===== src/rtl/vga_sync_decoder.sv =====
// Recovers pixel coordinates from a VGA hsync/vsync/video_on stream in the pixel clock domain.
// Measures line period and lines per frame, and declares lock after two consistent frames.
module vga_sync_decoder #(
  parameter int unsigned W = 10
) (
  input  logic         clock,
  input  logic         reset,
  input  logic         hsync,
  input  logic         vsync,
  input  logic         video_on,
  output logic         pixel_valid,
  output logic [W-1:0] pixelX,
  output logic [W-1:0] pixelY,
  output logic         frame_start,
  output logic         locked,
  output logic         timing_error,
  output logic [W-1:0] line_period,
  output logic [W-1:0] frame_lines
);

  typedef enum logic [1:0] {SEARCH, MEASURE, VERIFY, LOCKED} state_t;

  localparam logic [W-1:0] MAX = '1;
  localparam logic [W-1:0] ONE = W'(1);

  state_t       state_q, state_d;
  logic         h_q, v_q, a_q;
  logic [W-1:0] hcount_q, hcount_d, vcount_q, vcount_d;
  logic [W-1:0] pixel_x_q, pixel_x_d, pixel_y_q, pixel_y_d;
  logic [W-1:0] line_ref_q, line_ref_d;
  logic         ref_valid_q, ref_valid_d;
  logic [W-1:0] line_period_q, line_period_d, frame_lines_q, frame_lines_d;
  logic         pixel_valid_q, frame_start_q, locked_q, timing_error_q;
  logic         locked_d, timing_error_d;
  logic         hfall, vfall, afall, arise, err;

  always_comb begin
    hfall = h_q & ~hsync;
    vfall = v_q & ~vsync;
    afall = a_q & ~video_on;
    arise = ~a_q & video_on;

    if (hfall)                hcount_d = ONE;
    else if (hcount_q != MAX) hcount_d = hcount_q + ONE;
    else                      hcount_d = hcount_q;

    // A line starting on the same edge as vsync falls belongs to the new frame.
    vcount_d = vcount_q;
    if (vfall)                          vcount_d = hfall ? ONE : '0;
    else if (hfall && vcount_q != MAX)  vcount_d = vcount_q + ONE;

    pixel_x_d = pixel_x_q;
    if (arise)                               pixel_x_d = '0;
    else if (video_on && pixel_x_q != MAX)   pixel_x_d = pixel_x_q + ONE;

    pixel_y_d = pixel_y_q;
    if (vfall)                               pixel_y_d = '0;
    else if (afall && pixel_y_q != MAX)      pixel_y_d = pixel_y_q + ONE;

    state_d       = state_q;
    line_ref_d    = line_ref_q;
    ref_valid_d   = ref_valid_q;
    line_period_d = line_period_q;
    frame_lines_d = frame_lines_q;
    err           = 1'b0;

    case (state_q)
      SEARCH: begin
        if (vfall) begin
          state_d     = MEASURE;
          ref_valid_d = 1'b0;
        end
      end
      MEASURE: begin
        if (hfall) begin
          if (!ref_valid_q) begin
            line_ref_d  = hcount_q;
            ref_valid_d = 1'b1;
          end else if (hcount_q != line_ref_q) begin
            err = 1'b1;
          end
        end
        if (vfall) begin
          frame_lines_d = vcount_q;
          line_period_d = line_ref_d;
          state_d       = VERIFY;
        end
      end
      default: begin
        if (hfall && hcount_q != line_period_q) err = 1'b1;
        if (vfall) begin
          if (vcount_q == frame_lines_q) state_d = LOCKED;
          else                           err = 1'b1;
        end
      end
    endcase

    if (state_q != SEARCH && (hcount_q == MAX || vcount_q == MAX)) err = 1'b1;

    // Measured values only advance on a clean MEASURE->VERIFY hand-off.
    if (err) begin
      state_d       = SEARCH;
      line_period_d = line_period_q;
      frame_lines_d = frame_lines_q;
    end

    timing_error_d = err;
    locked_d       = (state_d == LOCKED);
  end

  always_ff @(posedge clock) begin
    if (reset) begin
      state_q        <= SEARCH;
      h_q            <= 1'b1;
      v_q            <= 1'b1;
      a_q            <= 1'b0;
      hcount_q       <= '0;
      vcount_q       <= '0;
      pixel_x_q      <= '0;
      pixel_y_q      <= '0;
      line_ref_q     <= '0;
      ref_valid_q    <= 1'b0;
      line_period_q  <= '0;
      frame_lines_q  <= '0;
      pixel_valid_q  <= 1'b0;
      frame_start_q  <= 1'b0;
      locked_q       <= 1'b0;
      timing_error_q <= 1'b0;
    end else begin
      state_q        <= state_d;
      h_q            <= hsync;
      v_q            <= vsync;
      a_q            <= video_on;
      hcount_q       <= hcount_d;
      vcount_q       <= vcount_d;
      pixel_x_q      <= pixel_x_d;
      pixel_y_q      <= pixel_y_d;
      line_ref_q     <= line_ref_d;
      ref_valid_q    <= ref_valid_d;
      line_period_q  <= line_period_d;
      frame_lines_q  <= frame_lines_d;
      pixel_valid_q  <= video_on;
      frame_start_q  <= vfall;
      locked_q       <= locked_d;
      timing_error_q <= timing_error_d;
    end
  end

  assign pixel_valid  = pixel_valid_q;
  assign pixelX       = pixel_x_q;
  assign pixelY       = pixel_y_q;
  assign frame_start  = frame_start_q;
  assign locked       = locked_q;
  assign timing_error = timing_error_q;
  assign line_period  = line_period_q;
  assign frame_lines  = frame_lines_q;

endmodule

===== config.mk =====
export PLATFORM = sky130hd
export DESIGN_NAME = vga_sync_decoder
export DESIGN_NICKNAME = d
export VERILOG_FILES = /design/src/rtl/vga_sync_decoder.sv
export SDC_FILE = /design/constraint.sdc
export NUM_CORES = 1
export LEC_CHECK = 0
export CORE_ASPECT_RATIO = 2
export CORE_MARGIN = 5
export CORE_UTILIZATION = 59
export DETAILED_ROUTE_END_ITERATION = 12
export PLACE_DENSITY = 0.86
export SYNTH_ARGS = -nofsm -noshare
export SYNTH_HDL_FRONTEND = slang
export SYNTH_SLANG_ARGS = --single-unit
export TNS_END_PERCENT = 100

===== constraint.sdc =====
create_clock -name clock -period 3.4 [get_ports clock]
set_input_delay 0.51 -clock clock [delete_from_list [all_inputs] [get_ports clock]]
set_output_delay 0.51 -clock clock [all_outputs]
set_load 0.02 [all_outputs]

==> qor.csv, run 1 <==
stage;metric;value;unit
layout;fin_cells;578;
setup_path;crit_end;line_period[0]$_SDFFE_PP0P_;
logic_synthesis;synthFlopType;dfxtp_1;
floorplan;rows;41;
global_route;grt_max_degree;39;
setup_path;worstPathMaxFanout;12;
logic_synthesis;syn-cell-area;3830;um^2
placement;dp.cells;562;
routing;drtIter0Drc;258;
clock_network;cts_resized;0;
setup_path;timing.rr.end;line_period[0]$_SDFFE_PP0P_;
setup_path;ff2ff_setup_slack;800;ps
floorplan;initial_core_util;60.7;%
floorplan;die-area;8300;um^2
logic_synthesis;synth_warnings;0;
sta;max_slew_margin;51.8;%
layout;n_fill_cell;486;
sta;rsz0062_at_grt;false;
clock_network;clk_pin_slew_worst_paths;60;ps
logic_synthesis;syn_nets;464;
placement;port_buffers;48;
logic_synthesis;syn_area_per_cell;8.42;um^2
global_route;track_usage;24.7;%
clock_network;post_cts_buffers;0;
clock_network;clock_latency;330;ps
logic_synthesis;synth_edf_count;0;
routing;dr.pass1.iters;5;
placement;dpl.hpwl;6730;um
logic_synthesis;syn_inst;455;
routing;via_per_inst;5.85;
placement;place.gp.congestion;0.852;
layout;seq_area;1580;um^2
setup_path;arrival;2830;ps
floorplan;dieWidth;67.0;um
sta;finalSetupViolCount;0;
logic_synthesis;async_reset_ff_share;0;%
sta;fin_crit;2600;ps
setup_path;end_kind;flop;
sta;final-max-slew-violation-count;0;
global_route;antenna_found_initial;0;
setup_path;start_kind;flop;
clock_network;h-tree-depth;3;
sta;fin_tns_setup;0;ps
routing;drc;0;
layout;syn_to_final_growth;20.7;%
sta;post-route-period-util;76.5;%
layout;multiInputGateArea;2070;um^2
hold_path;min_path_type;reg -> reg;
clock_network;hold_buffers;0;
sta;worstMarginPinSlew;715;ps
floorplan;core;6310;um^2
clock_network;cts_buffers;9;
global_route;grt_overflow_total;0;
layout;final_nets;496;
routing;ant_nets;0;
clock_network;cts.path.max_buffers;2;
power;peakVddDrop;471;uV
setup_path;criticalPathCategory;reg -> reg;
sta;worst_clock_skew;4.88;ps
routing;wl_per_cell;16.0;um
run;cap_violations;0;
layout;drive_above_1_share;9.35;%
logic_synthesis;synth.distinct_cells;44;
layout;final_util;73.3;%
status;status;completed;
power;total_power;2.12;mW
hold_path;hp-start;v_q$_SDFF_PP1_;
clock_network;cts_tree;built;
global_route;grt_pass1_vias;3335;
power;leakagePower;1.62;nW
logic_synthesis;seq_area_frac_synth;41.3;%
setup_path;worstReg2RegStart;hcount_q[1]$_SDFFE_PP0P_;
sta;max_freq;385;MHz
global_route;grt_pass1_wl;15500;um
routing;wl;9250;um
logic_synthesis;ys_seq_elements;79;
clock_network;cts_root_buf;clkbuf_16;
setup_path;crit_start;hcount_q[1]$_SDFFE_PP0P_;
setup_path;cp.required;3630;ps
floorplan;num_io_pins;49;
sta;hold_ws;471;ps
floorplan;dieHeight;124;um
layout;antenna_cells;0;
sta;hold_viol;0;
routing;dr_total_vias;3384;
power;p_per_area;459;nW/um^2
clock_network;cts_sinks;79;
setup_path;ff2ff_path_depth;7;
critical path, cell delays in order (launching register included):
cell,delay (ps)
dfxtp_1,480
ha_1,270
nand3_2,150
or3_1,510
nor2_1,160
o221a_2,490
nor2_4,150
a311oi_1,270
cell type report:
cell class / count / share of cell area, %
clock inverters: 3 / 0.866
well taps: 86 / 2.33
multi-input cells: 336 / 44.8
flip-flops and latches: 79 / 34.2
clock buffers: 13 / 5.85
repair buffers: 54 / 11.4
inverters: 7 / 0.568
logic make-up (layout without fill, tap and decap cells):
kind of cell	Yosys count	in the layout	share of synthesized area [%]
AND/OR/NAND/NOR	180	180	23.1
adder cells (fa/ha/maj)	4	4	1.31
flip-flops	79	79	41.3
buffers and inverters	40	77	4.80
multiplexers	4	4	1.05
XOR/XNOR	55	55	12.6
AO/OA/AOI/OAI	93	93	15.8
where the power goes:
part	internal (mW)	total, mW	switching, mW	leakage (nW)
registers	0.944	0.968	0.0236	0.640
clock network	0.626	0.980	0.354	0.156
logic	0.0659	0.172	0.106	0.828
routing by layer:
layer	global-route usage [%]	wire length, um	vias to the layer above
li1	-	-	1656
met1	24.2	3240	1605
met2	46.4	5300	89
met3	3.25	342	34
met4	16.0	371	0
met5	0	0	-
cells in the final DEF (no fill, tap or decap), types with 2 or more instances in the layout:
| master | count |
|---|---|
| clkbuf_8 | 3 |
| nand2_1 | 43 |
| nor4_1 | 7 |
| clkbuf_16 | 9 |
| and4_1 | 2 |
| or4_4 | 2 |
| dfxtp_1 | 79 |
| nor3_2 | 3 |
| clkinv_2 | 2 |
| o21ai_0 | 18 |
| o21ai_2 | 10 |
| nand3_2 | 2 |
| buf_4 | 6 |
| nor2_1 | 49 |
| nor2b_1 | 4 |
| mux2i_1 | 4 |
| nor3_1 | 9 |
| and3_1 | 3 |
| a31oi_1 | 3 |
| a211oi_1 | 2 |
| nand2b_1 | 5 |
| clkdlybuf4s50_1 | 48 |
| xnor2_1 | 24 |
| ha_1 | 4 |
| a311oi_1 | 10 |
| or3_1 | 2 |
| nand4_1 | 10 |
| a41oi_1 | 2 |
| xor2_1 | 31 |
| inv_1 | 7 |
| nand3_1 | 32 |
| a21oi_1 | 38 |
| or2_2 | 3 |
| o21bai_1 | 2 |
how the worst min path moves through the flow:
| stage | depth (start not counted) | endpoint |
|---|---|---|
| 3_5_place_dp | 2 | frame_start$_SDFF_PP0_ |
| 5_1_grt | 2 | frame_start$_SDFF_PP0_ |
| 4_1_cts | 2 | frame_start$_SDFF_PP0_ |
| 3_3_place_gp | 2 | frame_start$_SDFF_PP0_ |
| 6_report | 2 | frame_start$_SDFF_PP0_ |
| 2_1_floorplan | 2 | frame_start$_SDFF_PP0_ |
synth_stat cells, types with 5 or more instances:
cell type	instances	area, um^2
dfxtp_1	79	1580
nor2_1	49	184
nand2_1	43	161
a21oi_1	38	190
nand3_1	32	160
xor2_1	31	272
xnor2_1	24	210
clkbuf_1	20	75.1
o21ai_0	18	90.1
a311oi_1	10	87.6
nand4_1	10	62.6
o21ai_2	10	87.6
buf_2	9	45.0
nor3_1	9	45.0
nor4_1	8	50.1
inv_1	7	26.3
nand2b_1	5	31.3
metrics by stage:
stage,setup WS [ps],area [um^2]
finish,800,4620
global route,556,4620
CTS,806,4620
detailed placement,808,4310
global placement,885,4310
floorplan,1370,3830
sequential cells by signal, indices dropped and copies added (netlist names), 2 cells and up:
signal	flops
state_q	2
frame_lines	10
line_ref_q	10
vcount_q	10
line_period	10
pixelY	10
pixelX	10
hcount_q	10
No activity file was read; power rests on OpenSTA's default activity.
==> run 2: changes to the inputs <==
--- a/config.mk
+++ b/config.mk
@@ -7,9 +7,9 @@
 export LEC_CHECK = 0
 export CORE_ASPECT_RATIO = 2
 export CORE_MARGIN = 5
-export CORE_UTILIZATION = 59
+export CORE_UTILIZATION = 55
 export DETAILED_ROUTE_END_ITERATION = 12
-export PLACE_DENSITY = 0.86
+export PLACE_DENSITY = 0.81
 export SYNTH_ARGS = -nofsm -noshare
 export SYNTH_HDL_FRONTEND = slang
 export SYNTH_SLANG_ARGS = --single-unit
==> constraint.sdc (replaced) <==
create_clock -name clock -period 2.4 [get_ports clock]
set_input_delay 0.36 -clock clock [delete_from_list [all_inputs] [get_ports clock]]
set_output_delay 0.36 -clock clock [all_outputs]
set_load 0.02 [all_outputs]
==> run 2 against run 1 <==
Register-to-register slack got worse by 680 ps; core utilization fell by 3.3 points; clock skew fell by 1.3 ps; via count rose by 3.8%; count of clock-buffer cells in the layout rose by 2; largest power group is now registers; highest routed layer unchanged.
==> qor.csv, run 2 (synthesis results as in run 1) <==
stage;metric;value;unit;change
floorplan;rows;43;;was 41
placement;dpl.hpwl;7160;um;was 6730 um
routing;via_per_inst;5.77;;was 5.85
layout;n_fill_cell;570;;was 486
sta;max_slew_margin;50.6;%;was 51.8%
clock_network;cts_sinks;79;;unchanged
layout;syn_to_final_growth;25.8;%;was 20.7%
power;p_per_area;606;nW/um^2;was 459 nW/um^2
setup_path;start_kind;flop;;unchanged
sta;worstMarginPinSlew;735;ps;was 715 ps
hold_path;hp-start;v_q$_SDFF_PP1_;;unchanged
layout;final_nets;524;;was 496
clock_network;cts_root_buf;clkbuf_16;;unchanged
hold_path;min_path_type;reg -> reg;;unchanged
hold_path;whs_path_depth;2;;unchanged
sta;fin_tns_setup;0;ps;unchanged
sta;fin_crit;2270;ps;was 2600 ps
setup_path;criticalPathCategory;reg -> reg;;unchanged
sta;rsz0062_at_grt;false;;unchanged
clock_network;cts_buffers;9;;unchanged
floorplan;core;6890;um^2;was 6310 um^2
routing;wl;9660;um;was 9250 um
routing;drtIter0Drc;262;;was 258
clock_network;hold_buffers;0;;unchanged
sta;finalSetupViolCount;0;;unchanged
floorplan;initial_core_util;55.6;%;was 60.7%
status;status;completed;;unchanged
sta;worst_clock_skew;3.59;ps;was 4.88 ps
layout;antenna_cells;0;;unchanged
global_route;grt_pass1_vias;3555;;was 3,335
layout;mostFrequentLayoutCells;dfxtp_1 (78), nor2_1 (49), clkdlybuf4s50_1 (48);;was dfxtp_1 (79), nor2_1 (49), clkdlybuf4s50_1 (48)
layout;fin_cells;609;;was 578
routing;dr.pass1.iters;4;;was 5
global_route;antenna_found_initial;0;;unchanged
sta;hold_viol;0;;unchanged
placement;dp.cells;594;;was 562
setup_path;cp.required;2610;ps;was 3630 ps
sta;max_freq;440;MHz;was 385 MHz
layout;drive_above_1_share;14.3;%;was 9.35%
routing;wl_per_cell;15.9;um;was 16.0 um
floorplan;dieWidth;69.0;um;was 67.0 um
power;peakVddDrop;426;uV;was 471 uV
clock_network;clock_latency;340;ps;was 330 ps
clock_network;clk_pin_slew_worst_paths;60;ps;about the same
run;cap_violations;0;;unchanged
power;total_power;2.92;mW;was 2.12 mW
layout;mostFrequentLayoutCell;dfxtp_1;;unchanged
clock_network;h-tree-depth;3;;unchanged
setup_path;end_kind;flop;;unchanged
placement;placed_area;4530;um^2;was 4310 um^2
global_route;grt_max_degree;38;;was 39
global_route;grt_overflow_total;0;;unchanged
placement;place.gp.congestion;0.893;;was 0.852
setup_path;timing.rr.end;frame_lines[6]$_SDFFE_PP0P_;;was line_period[0]$_SDFFE_PP0P_
floorplan;num_io_pins;49;;unchanged
sta;worst_slack;125;ps;was 800 ps
layout;final_area;4820;um^2;was 4620 um^2
global_route;grt_pass1_wl;16400;um;was 15,500 um
global_route;track_usage;23.0;%;was 24.7%
sta;hold_ws;463;ps;was 471 ps
floorplan;die-area;8830;um^2;was 8300 um^2
sta;final-max-slew-violation-count;0;;unchanged
setup_path;ff2ff_setup_slack;130;ps;was 800 ps
layout;multiInputGateArea;2080;um^2;was 2070 um^2
layout;final_util;70.0;%;was 73.3%
setup_path;ff2ff_path_depth;7;;unchanged
routing;drc;0;;unchanged
routing;ant_nets;0;;unchanged
hold_path;min_to;frame_start$_SDFF_PP0_;;unchanged
sta;post-route-period-util;94.8;%;was 76.5%
placement;dpl_worst_slack;83.0;ps;was 808 ps
routing;dr_total_vias;3511;;was 3,384
setup_path;worstPathMaxFanout;10;;was 12
layout;seq_area;1580;um^2;about the same
floorplan;dieHeight;128;um;was 124 um
setup_path;arrival;2480;ps;was 2830 ps
setup_path;worstReg2RegStart;hcount_q[6]$_SDFFE_PP0P_;;was hcount_q[1]$_SDFFE_PP0P_
placement;port_buffers;48;;unchanged
clock_network;cts_tree;built;;unchanged
power;leakagePower;1.75;nW;was 1.62 nW
clock_network;cts.path.max_buffers;2;;unchanged
-- run 2: worst max-delay path by stage --
| stage | start | endpoint | slack (ps) |
|---|---|---|---|
| floorplan | hcount_q[0]$_SDFFE_PP0P_ | timing_error$_SDFF_PP0_ | 370 |
| global placement | hcount_q[9]$_SDFFE_PP0P_ | timing_error$_SDFF_PP0_ | 170 |
| detailed placement | hsync | frame_lines[6]$_SDFFE_PP0P_ | 80 |
| CTS | hcount_q[1]$_SDFFE_PP0P_ | frame_lines[2]$_SDFFE_PP0P_ | 120 |
| global route | hcount_q[9]$_SDFFE_PP0P_ | timing_error$_SDFF_PP0_ | 30 |
| finish | hcount_q[6]$_SDFFE_PP0P_ | frame_lines[6]$_SDFFE_PP0P_ | 130 |
-- run 2: timing repair --
item | in CTS | in global routing
gates resized for setup | 0 | 3
endpoints found under the setup margin | 0 | 12
setup buffers | 0 | 0
-- run 2: metal layers --
layer  vias to the layer above  global-route usage, %  wire (um)
li1                       1706                      -          -
met1                      1688                   22.7       3400
met2                        83                   42.3       5430
met3                        34                   3.92        313
met4                         0                   16.9        515
met5                         -                      0          0
-- run 2: critical path: stages, from the launching register on --
cell and delay (ps):
dfxtp_1 480, xor2_1 120, nor4_1 320, a31oi_1 210, or4_4 590, buf_4 210
o21ai_2 130, a21oi_1 80
-- run 2: cell type report --
cell class | count | share of cell area, %
Clock buffer | 15 | 5.76
Sequential cell | 79 | 32.8
Timing Repair Buffer | 82 | 15.3
Multi-Input combinational cell | 336 | 43.2
Tap cell | 90 | 2.34
Inverter | 7 | 0.545
-- run 2: power by group --
| group | switching, mW | internal [mW] | total (mW) |
|---|---|---|---|
| logic | 0.166 | 0.115 | 0.280 |
| clock network | 0.497 | 0.780 | 1.28 |
| registers | 0.0257 | 1.34 | 1.36 |
| total | 0.688 | 2.23 | 2.92 |
